$ cat src/rtl/eth_pkg.sv
// Shared receive-path helpers: beat width, size-field width and tkeep mask.
// Used by the RX drain engine and by the receiver that feeds it.
// Latency: n/a (types and constant functions only). Backpressure: n/a.
package eth_pkg;

  // Widest beat supported (64-bit stream -> 8 byte lanes).
  localparam int MAX_KEEP_W = 8;

  typedef enum logic [1:0] {
    ST_IDLE   = 2'd0,
    ST_STREAM = 2'd1,
    ST_ACK    = 2'd2
  } drain_state_e;

  // Bytes carried by one stream beat.
  function automatic int beat_bytes(int data_width);
    return data_width / 8;
  endfunction

  // Width of a byte-count field able to hold 0..mtu inclusive.
  function automatic int size_width(int mtu);
    return $clog2(mtu + 1);
  endfunction

  // Byte-lane mask for a beat holding 'rem' valid bytes out of 'lanes';
  // rem == 0 means the beat is completely full.
  function automatic logic [MAX_KEEP_W-1:0] keep_mask(int rem, int lanes);
    logic [MAX_KEEP_W-1:0] m;
    m = '0;
    for (int i = 0; i < MAX_KEEP_W; i++) begin
      if (i < lanes) m[i] = (rem == 0) || (i < rem);
    end
    return m;
  endfunction

endpackage

$ cat src/rtl/eth_rx_drain_fifo.sv
// Two-entry valid/ready FIFO holding returned receiver words ahead of egress.
// Latency: a pushed word is at the head one cycle after the push edge.
// Backpressure: in_rdy drops when both entries are full; head is stable until popped.
//
// Ports: clk_i/reset_n_i clock and async active-low reset; in_vld/in_rdy/in_dat
// write side; out_vld/out_rdy/out_dat read side; count_o current occupancy (0..2).
module eth_rx_drain_fifo #(
  parameter int width_p = 8
) (
  input  logic               clk_i,
  input  logic               reset_n_i,
  input  logic               in_vld,
  output logic               in_rdy,
  input  logic [width_p-1:0] in_dat,
  output logic               out_vld,
  input  logic               out_rdy,
  output logic [width_p-1:0] out_dat,
  output logic [1:0]         count_o
);

  logic [width_p-1:0] mem_q [2];
  logic               wr_ptr_q;
  logic               rd_ptr_q;
  logic [1:0]         cnt_q;
  logic               push;
  logic               pop;

  assign in_rdy  = (cnt_q != 2'd2);
  assign out_vld = (cnt_q != 2'd0);
  assign out_dat = mem_q[rd_ptr_q];
  assign count_o = cnt_q;
  assign push    = in_vld & in_rdy;
  assign pop     = out_vld & out_rdy;

  always_ff @(posedge clk_i or negedge reset_n_i) begin
    if (!reset_n_i) begin
      mem_q[0] <= '0;
      mem_q[1] <= '0;
      wr_ptr_q <= 1'b0;
      rd_ptr_q <= 1'b0;
      cnt_q    <= 2'd0;
    end else begin
      if (push) begin
        mem_q[wr_ptr_q] <= in_dat;
        wr_ptr_q        <= ~wr_ptr_q;
      end
      if (pop) rd_ptr_q <= ~rd_ptr_q;
      case ({push, pop})
        2'b10:   cnt_q <= cnt_q + 2'd1;
        2'b01:   cnt_q <= cnt_q - 2'd1;
        default: cnt_q <= cnt_q;
      endcase
    end
  end

endmodule

$ cat src/rtl/ethernet_rx_drain.sv
// Drains complete packets from the RX buffer onto an AXI-stream and acks them.
// Latency: first tvalid 3 cycles after capture; then 1 beat/cycle with tready high.
// Backpressure: tready low stalls the head; reads throttle so the 2-entry FIFO never overflows.
//
// Ports: clk_i/reset_n_i clock and async active-low reset; enable_i gates new captures;
// packet_avail_i/packet_rsize_i packet offer; packet_rvalid_o/packet_raddr_o/packet_rdata_i
// receiver read port (data one cycle after strobe); packet_ack_o release pulse;
// m_axis_* egress stream; drained_count_o saturating count of acked packets.
module ethernet_rx_drain
  import eth_pkg::*;
#(
  parameter int data_width_p  = 64,
  parameter int eth_mtu_p     = 2048,
  parameter int count_width_p = 16
) (
  input  logic                             clk_i,
  input  logic                             reset_n_i,
  input  logic                             enable_i,
  input  logic                             packet_avail_i,
  input  logic [$clog2(eth_mtu_p+1)-1:0]   packet_rsize_i,
  output logic                             packet_rvalid_o,
  output logic [$clog2(eth_mtu_p)-1:0]     packet_raddr_o,
  input  logic [data_width_p-1:0]          packet_rdata_i,
  output logic                             packet_ack_o,
  output logic [data_width_p-1:0]          m_axis_tdata_o,
  output logic [data_width_p/8-1:0]        m_axis_tkeep_o,
  output logic                             m_axis_tvalid_o,
  output logic                             m_axis_tlast_o,
  input  logic                             m_axis_tready_i,
  output logic [count_width_p-1:0]         drained_count_o
);

  localparam int W  = beat_bytes(data_width_p);
  localparam int WL = $clog2(W);
  localparam int SW = size_width(eth_mtu_p);
  localparam int AW = $clog2(eth_mtu_p);

  typedef struct packed {
    logic [data_width_p-1:0] data;
    logic [W-1:0]            keep;
    logic                    last;
  } beat_t;

  drain_state_e           state_q, state_d;
  logic [SW-1:0]          beats_q;       // beats in the current packet
  logic [SW-1:0]          rd_idx_q;      // reads issued so far
  logic [WL-1:0]          rem_q;         // size mod W, sets the final tkeep
  logic                   rd_inflight_q; // a read was issued last cycle
  logic                   rd_last_q;     // ...and it was the packet's final word
  logic [count_width_p-1:0] count_q;

  logic                   capture;
  logic                   rd_fire;
  logic                   pop;
  logic [2:0]             load;
  logic [SW:0]            beats_sum;
  logic [SW-1:0]          beats_cap;
  logic [SW+WL-1:0]       addr_full;
  logic [MAX_KEEP_W-1:0]  last_keep_full;
  beat_t                  wr_beat;
  beat_t                  head;
  logic                   fifo_in_rdy;
  logic                   fifo_out_vld;
  logic [1:0]             fifo_cnt;

  assign capture   = (state_q == ST_IDLE) && enable_i && packet_avail_i;
  assign beats_sum = {1'b0, packet_rsize_i} + (SW+1)'(W - 1);
  assign beats_cap = SW'(beats_sum >> WL);

  // Words already held plus the word arriving this cycle, less the one leaving,
  // must leave room for the word this read will return next cycle.
  assign pop     = fifo_out_vld & m_axis_tready_i;
  assign load    = {1'b0, fifo_cnt} + {2'b0, rd_inflight_q} - {2'b0, pop};
  assign rd_fire = (state_q == ST_STREAM) && (rd_idx_q != beats_q) &&
                   (load < 3'd2) && fifo_in_rdy;

  assign addr_full       = {rd_idx_q, {WL{1'b0}}};
  assign packet_rvalid_o = rd_fire;
  assign packet_raddr_o  = rd_fire ? AW'(addr_full) : '0;

  // Keep/last travel with the read so the FIFO entry is self-describing.
  assign last_keep_full = keep_mask(32'(rem_q), W);
  assign wr_beat.data   = packet_rdata_i;
  assign wr_beat.keep   = rd_last_q ? last_keep_full[W-1:0] : '1;
  assign wr_beat.last   = rd_last_q;

  eth_rx_drain_fifo #(
    .width_p($bits(beat_t))
  ) u_fifo (
    .clk_i     (clk_i),
    .reset_n_i (reset_n_i),
    .in_vld    (rd_inflight_q),
    .in_rdy    (fifo_in_rdy),
    .in_dat    (wr_beat),
    .out_vld   (fifo_out_vld),
    .out_rdy   (m_axis_tready_i),
    .out_dat   (head),
    .count_o   (fifo_cnt)
  );

  // Bus is held at zero whenever no beat is offered.
  assign m_axis_tvalid_o = fifo_out_vld;
  assign m_axis_tdata_o  = fifo_out_vld ? head.data : '0;
  assign m_axis_tkeep_o  = fifo_out_vld ? head.keep : '0;
  assign m_axis_tlast_o  = fifo_out_vld & head.last;
  assign drained_count_o = count_q;

  always_ff @(posedge clk_i or negedge reset_n_i) begin
    if (!reset_n_i) state_q <= ST_IDLE;
    else            state_q <= state_d;
  end

  always_comb begin
    state_d      = state_q;
    packet_ack_o = 1'b0;
    case (state_q)
      ST_IDLE: begin
        if (capture) state_d = (packet_rsize_i != '0) ? ST_STREAM : ST_ACK;
      end
      ST_STREAM: begin
        if (pop && head.last) state_d = ST_ACK;
      end
      ST_ACK: begin
        packet_ack_o = 1'b1;
        state_d      = ST_IDLE;
      end
      default: state_d = ST_IDLE;
    endcase
  end

  always_ff @(posedge clk_i or negedge reset_n_i) begin
    if (!reset_n_i) begin
      beats_q       <= '0;
      rd_idx_q      <= '0;
      rem_q         <= '0;
      rd_inflight_q <= 1'b0;
      rd_last_q     <= 1'b0;
      count_q       <= '0;
    end else begin
      if (capture) begin
        beats_q  <= beats_cap;
        rem_q    <= packet_rsize_i[WL-1:0];
        rd_idx_q <= '0;
      end else if (rd_fire) begin
        rd_idx_q <= rd_idx_q + SW'(1);
      end
      rd_inflight_q <= rd_fire;
      rd_last_q     <= rd_fire && (rd_idx_q == beats_q - SW'(1));
      if (state_q == ST_ACK && count_q != '1) count_q <= count_q + 1'b1;
    end
  end

endmodule
$ cat config.mk
export PLATFORM = sky130hd
export DESIGN_NAME = ethernet_rx_drain
export DESIGN_NICKNAME = d
export VERILOG_FILES = /design/src/rtl/eth_pkg.sv /design/src/rtl/eth_rx_drain_fifo.sv /design/src/rtl/ethernet_rx_drain.sv
export SDC_FILE = /design/constraint.sdc
export NUM_CORES = 1
export LEC_CHECK = 0
export ABC_CLOCK_PERIOD_IN_PS = 9200
export CORE_MARGIN = 5
export CORE_UTILIZATION = 30
export DETAILED_ROUTE_END_ITERATION = 6
export PLACE_DENSITY = 0.49
export SLEW_MARGIN = 20
export SYNTH_ARGS = -nofsm -noshare
export SYNTH_HDL_FRONTEND = slang
export SYNTH_SLANG_ARGS = --single-unit
$ cat constraint.sdc
create_clock -name clk_i -period 9.2 [get_ports clk_i]
set_input_delay 1.84 -clock clk_i [delete_from_list [all_inputs] [get_ports clk_i]]
set_output_delay 1.84 -clock clk_i [all_outputs]
set_load 0.1 [all_outputs]
==> results of run 1 <==
[state kept, by name (all words and copies together) (netlist names)]
| signal | count |
|---|---|
| u_fifo.mem_q | 146 |
| drained_count_o | 16 |
| rd_idx_q | 12 |
| beats_q | 10 |
| rem_q | 3 |
| state_q | 2 |
| u_fifo.count_o | 2 |
| rd_inflight_q | 1 |
| rd_last_q | 1 |
| u_fifo.rd_ptr_q | 1 |
| u_fifo.wr_ptr_q | 1 |
[routing by layer]
metal | wire length (um) | up-vias | share of wire [%] | GRT usage [%]
li1 | - | 3134 | - | -
met1 | 11270 | 3205 | 49 | 18.61
met2 | 10610 | 143 | 46 | 21.05
met3 | 995 | 8 | 4.3 | 3.258
met4 | 148 | 0 | 0.64 | 2.851
met5 | 0 | - | 0 | 0
[cell usage in the layout (no fill, tap or decap), types with 7 or more instances in the layout]
cell type / count
nand3_1: 13
dfrtp_1: 194
clkbuf_16: 17
xor2_1: 20
clkdlybuf4s50_1: 179
nor2_1: 101
inv_1: 12
xnor2_1: 25
and3_1: 13
nand2_1: 46
and2_1: 9
o21ai_0: 20
mux2_2: 133
buf_4: 8
nand4_1: 10
nand2b_1: 7
mux2i_1: 77
a21oi_1: 18
[cells by family after synthesis]
kind of cell             after synthesis  synth area share [%]
multiplexers                         210                 24.00
buffers and inverters                 63                 3.071
XOR/XNOR                              46                 4.421
AND/OR/NAND/NOR                      231                 11.86
flip-flops                           195                 51.62
AO/OA/AOI/OAI                         61                 4.117
adder cells (fa/ha/maj)                6                0.8736
other                                  1               0.03967
[final timing paths]
kind / startpoint / end / slack (ps)
max in group asynchronous: reset_n_i / u_fifo.rd_ptr_q / 6440
max: m_axis_tready_i / packet_raddr_o[4] / 1720
min: u_fifo.mem_q[1] / u_fifo.mem_q[1] / 460
min reg2reg: u_fifo.mem_q[1] / u_fifo.mem_q[1] / 460
max reg2reg: u_fifo.count_o[1] / rd_idx_q[8] / 5490
min in group asynchronous: reset_n_i / u_fifo.mem_q[30] / 1460
[stage by stage]
stage	setup slack, ps	area (um^2)
2_1_floorplan	2786	9460
4_1_cts	1646	12160
6_report	1715	12170
3_3_place_gp	1713	11610
5_1_grt	1511	12170
3_5_place_dp	1655	11610
[final cells by class]
cell class                 count  area [um^2]
clock buffer                  19        442.9
timing repair buffer         188         1866
clock inverter                 9        111.4
inverter                      13        48.80
fill                        3045        19150
tap                          402        503.0
sequential                   195         4883
multi-input combinational    557         4310
==> out/metrics.cfg, run 1 <==
[setup_path]
critPathMaxFanout=13
cp_slowest_cell=clkdlybuf4s50_1
path_common_cell=clkdlybuf4s50_1
cp.depth=11
cpPeakStageDelay_ps=1130
crit_arrival_ps=5640
critPathKind=input port to output port
r2r_cells=12
path_buf_inv=3
path_cells=clkdlybuf4s50_1, nor2b_1, ha_1, nand2b_1, fa_1, nor2_1, o211ai_1, a31oi_2, buf_4, and2_1, clkdlybuf4s50_1
start_kind=input port
cp.required_ps=7360
cp_top_family=buffers and inverters
end_kind=output port

[worst_hold_path]
hold_class=register to register
hold_depth=1

[place]
portBuffers=180
hpwlAfterDp_um=15270
place_congestion=0.7458
placedCellCount=1355

[grt]
grt_pass1_wl_um=37950
grt-ovfl-total=0
grt_pass1_vias=6860
track_usage_pct=13.29
grt_max_degree=88
antenna_found_initial=0

[logic_synthesis]
synth_area_um2=9453
ys_seq_elements=195
synth_flop_cell=dfrtp_1
ys_seq_area_share_pct=51.62
avgSynthCellArea_um2=11.63
synth_cell_type_count=54
synth.most_common_cell=dfrtp_1
synth.largest_area_cell=dfrtp_1
synth-async-reset-ratio_pct=100.0
synthTopCellsByArea=dfrtp_1 52%, mux2_2 16%, mux2i_1 8.2%
synth_edf_count=0
synth_top_area_share_pct=51.62
synthCells=813
yosys_warnings=0
ys_top_cells_by_count=195 x dfrtp_1, 133 x mux2_2, 103 x nor2_1, 77 x mux2i_1, 46 x nand2_1

[clock_tree]
numClockSinks=195
clkTransAtPathRegs_ps=70
cts_resized=0
cts_setup_buffers=0
cts-root-buf=clkbuf_16
numCtsBuffers=17
htree_levels=4
clockBufferDepth=2
cts_tree=built
clk_latency_ps=420
postCtsHoldBufs=0

[floorplan]
io_pins=184
coreArea_um2=31310
fp.dieW_um=187.5
std_cell_rows=65
die_h_um=187.5
start_util_pct=30.19
die_area_um2=35160

[route]
wl_um=23030
vias_per_cell=4.693
first_iter_violations=239
first_pass_iters=4
drtAntennaViolNets=0
wl_per_cell_um=16.65
drc=0
vias=6490

[timing]
period_share_pct=81.35
final-setup-viol-count=0
clock_skew_ps=13.07
finalHoldViolations=0
fmax_mhz=133.6
whs_ps=464.2
setup_tns_ps=0
worstMarginPinSlew_ps=1075
drv_slew=0
rsz0062_at_grt=false
period_minus_slack_ps=7485
timing.slew.headroom_pct=28.10

[final_layout]
instances_no_fill=1383
area_growth_pct=28.70
final_util_pct=38.85
layout-drive-gt1-share_pct=19.06
final_nets=1059
n_antenna_cell=0

[run]
cap_viol_max_count=0

[outcome]
status=finished, final reports clean

Power of run 1 is left out: the tool's default activity adds up to more than one toggle a clock period on the data nets, which glitch-free logic cannot reach.
==> run 2, diff against run 1 <==
Settings changed: ABC_CLOCK_PERIOD_IN_PS 9200 to 7300.
Clock period 9.2 ns to 7.3 ns, I/O delays scaled along.
==> run 2 against run 1 <==
Compared with the run above: hold slack better by 4.4 ps; final cell count up 0.14%; global-route usage down 0.11 points; via count up 0.72%; critical path depth unchanged; count of clock-buffer cells in the layout down 1; setup slack worse by 180 ps; die area unchanged; utilization down 0.068 points; flip-flop and latch count unchanged; cell area down 0.18%; sequential share of layout area up 0.070 points.
==> out/metrics.cfg, run 2 (synthesized netlist as in run 1, its figures left out) <==
[outcome]
status=finished, final reports clean

[setup_path]
start_kind=input port
critPathKind=input port to output port
cp.required_ps=5840
critPathMaxFanout=14
crit_arrival_ps=4310
end_kind=output port

[floorplan]
die_area_um2=35160
start_util_pct=30.19
io_pins=184
coreArea_um2=31310
std_cell_rows=65
fp.dieW_um=187.5
die_h_um=187.5

[place]
hpwlAfterDp_um=15240
place_congestion=0.7679
placedCellCount=1354
portBuffers=180

[clock_tree]
clk_latency_ps=430
clockBufferDepth=2
numCtsBuffers=17
postCtsHoldBufs=0
cts-root-buf=clkbuf_16
numClockSinks=195
clkTransAtPathRegs_ps=70
htree_levels=4
cts_resized=0
cts_tree=built
cts_setup_buffers=0

[timing]
timing.slew.headroom_pct=28.11
rsz0062_at_grt=false
period_minus_slack_ps=5765
worstMarginPinSlew_ps=1075
fmax_mhz=173.5
drv_slew=0
period_share_pct=78.98
clock_skew_ps=11.84
final-setup-viol-count=0
finalHoldViolations=0
setup_tns_ps=0

[final_layout]
n_antenna_cell=0
regMostFlops=u_fifo.mem_q
area_growth_pct=28.47
final_nets=1058
largest_reg_flops=146
instances_no_fill=1385
layout_commonest_cell=dfrtp_1
mostFrequentLayoutCells=194 x dfrtp_1, 170 x clkdlybuf4s50_1, 133 x mux2_2, 101 x nor2_1, 77 x mux2i_1
layout-drive-gt1-share_pct=20.24

[worst_hold_path]
hold_class=register to register

[grt]
grt_max_degree=103
track_usage_pct=13.18
antenna_found_initial=0
grt-ovfl-total=0
grt_pass1_vias=6837
grt_pass1_wl_um=37670

[route]
drc=0
first_pass_iters=4
vias_per_cell=4.720
wl_per_cell_um=16.60
drtAntennaViolNets=0
wl_um=23000
first_iter_violations=232
vias=6537

[run]
cap_viol_max_count=0

-- run 2: cell count changes in the layout (fill, tap and decap cells not counted) --
cell / previous run / this run
bufinv_16: 2 / 1
clkinv_2: 1 / 5
clkbuf_1: 1 / 0
clkinvlp_4: 5 / 4
buf_4: 8 / 15
buf_12: 0 / 1
inv_6: 0 / 2
clkdlybuf4s50_1: 179 / 170
-- run 2: cell type report --
cell class,count,area (um^2)
Sequential cell,195,4883
Timing Repair Buffer,187,1848
Clock buffer,18,439.2
Fill cell,3061,19170
Clock inverter,13,111.4
Tap cell,402,503.0
Inverter,13,48.80
Multi-Input combinational cell,557,4310
-- run 2: path summary, 6_finish.rpt --
kind / start / end / slack [ps] / depth (start not counted)
min: u_fifo.mem_q[1] / u_fifo.mem_q[1] / 470 / 1
max in group asynchronous: reset_n_i / u_fifo.mem_q[49] / 5160 / 2
max: m_axis_tready_i / packet_raddr_o[9] / 1530 / 11
max reg2reg: u_fifo.count_o[0] / rd_idx_q[8] / 4370 / 11
min in group asynchronous: reset_n_i / u_fifo.mem_q[31] / 1080 / 1
min reg2reg: u_fifo.mem_q[1] / u_fifo.mem_q[1] / 470 / 1
-- run 2: per-stage QoR --
stage          setup WS [ps]  util (%)  hold slack [ps]  area [um^2]
4_1_cts                 1480     38.77            472.2        12140
6_report                1535     38.79            468.6        12140
5_1_grt                 1339     38.79            496.4        12140
3_3_place_gp            1511     37.01            452.0        11590
2_1_floorplan           1646         -            434.4         9460
3_5_place_dp            1491     37.01            455.1        11590
-- run 2: worst max-delay path, stage by stage --
cell	delay, ps
clkdlybuf4s50_1	490
nor2b_1	270
ha_1	270
nand2b_1	150
fa_1	380
and3_1	200
o211ai_1	330
a31oi_2	110
buf_4	230
and2_1	170
buf_4	230
-- run 2: per-layer routing --
metal	wire, um	track usage (%)	vias to the layer above
met2	10320	20.40	137
met1	11470	18.73	3245
met4	187	2.880	0
met3	1024	3.407	16
li1	-	-	3139
met5	0	0	-
Power of run 2 is left out for the same reason.
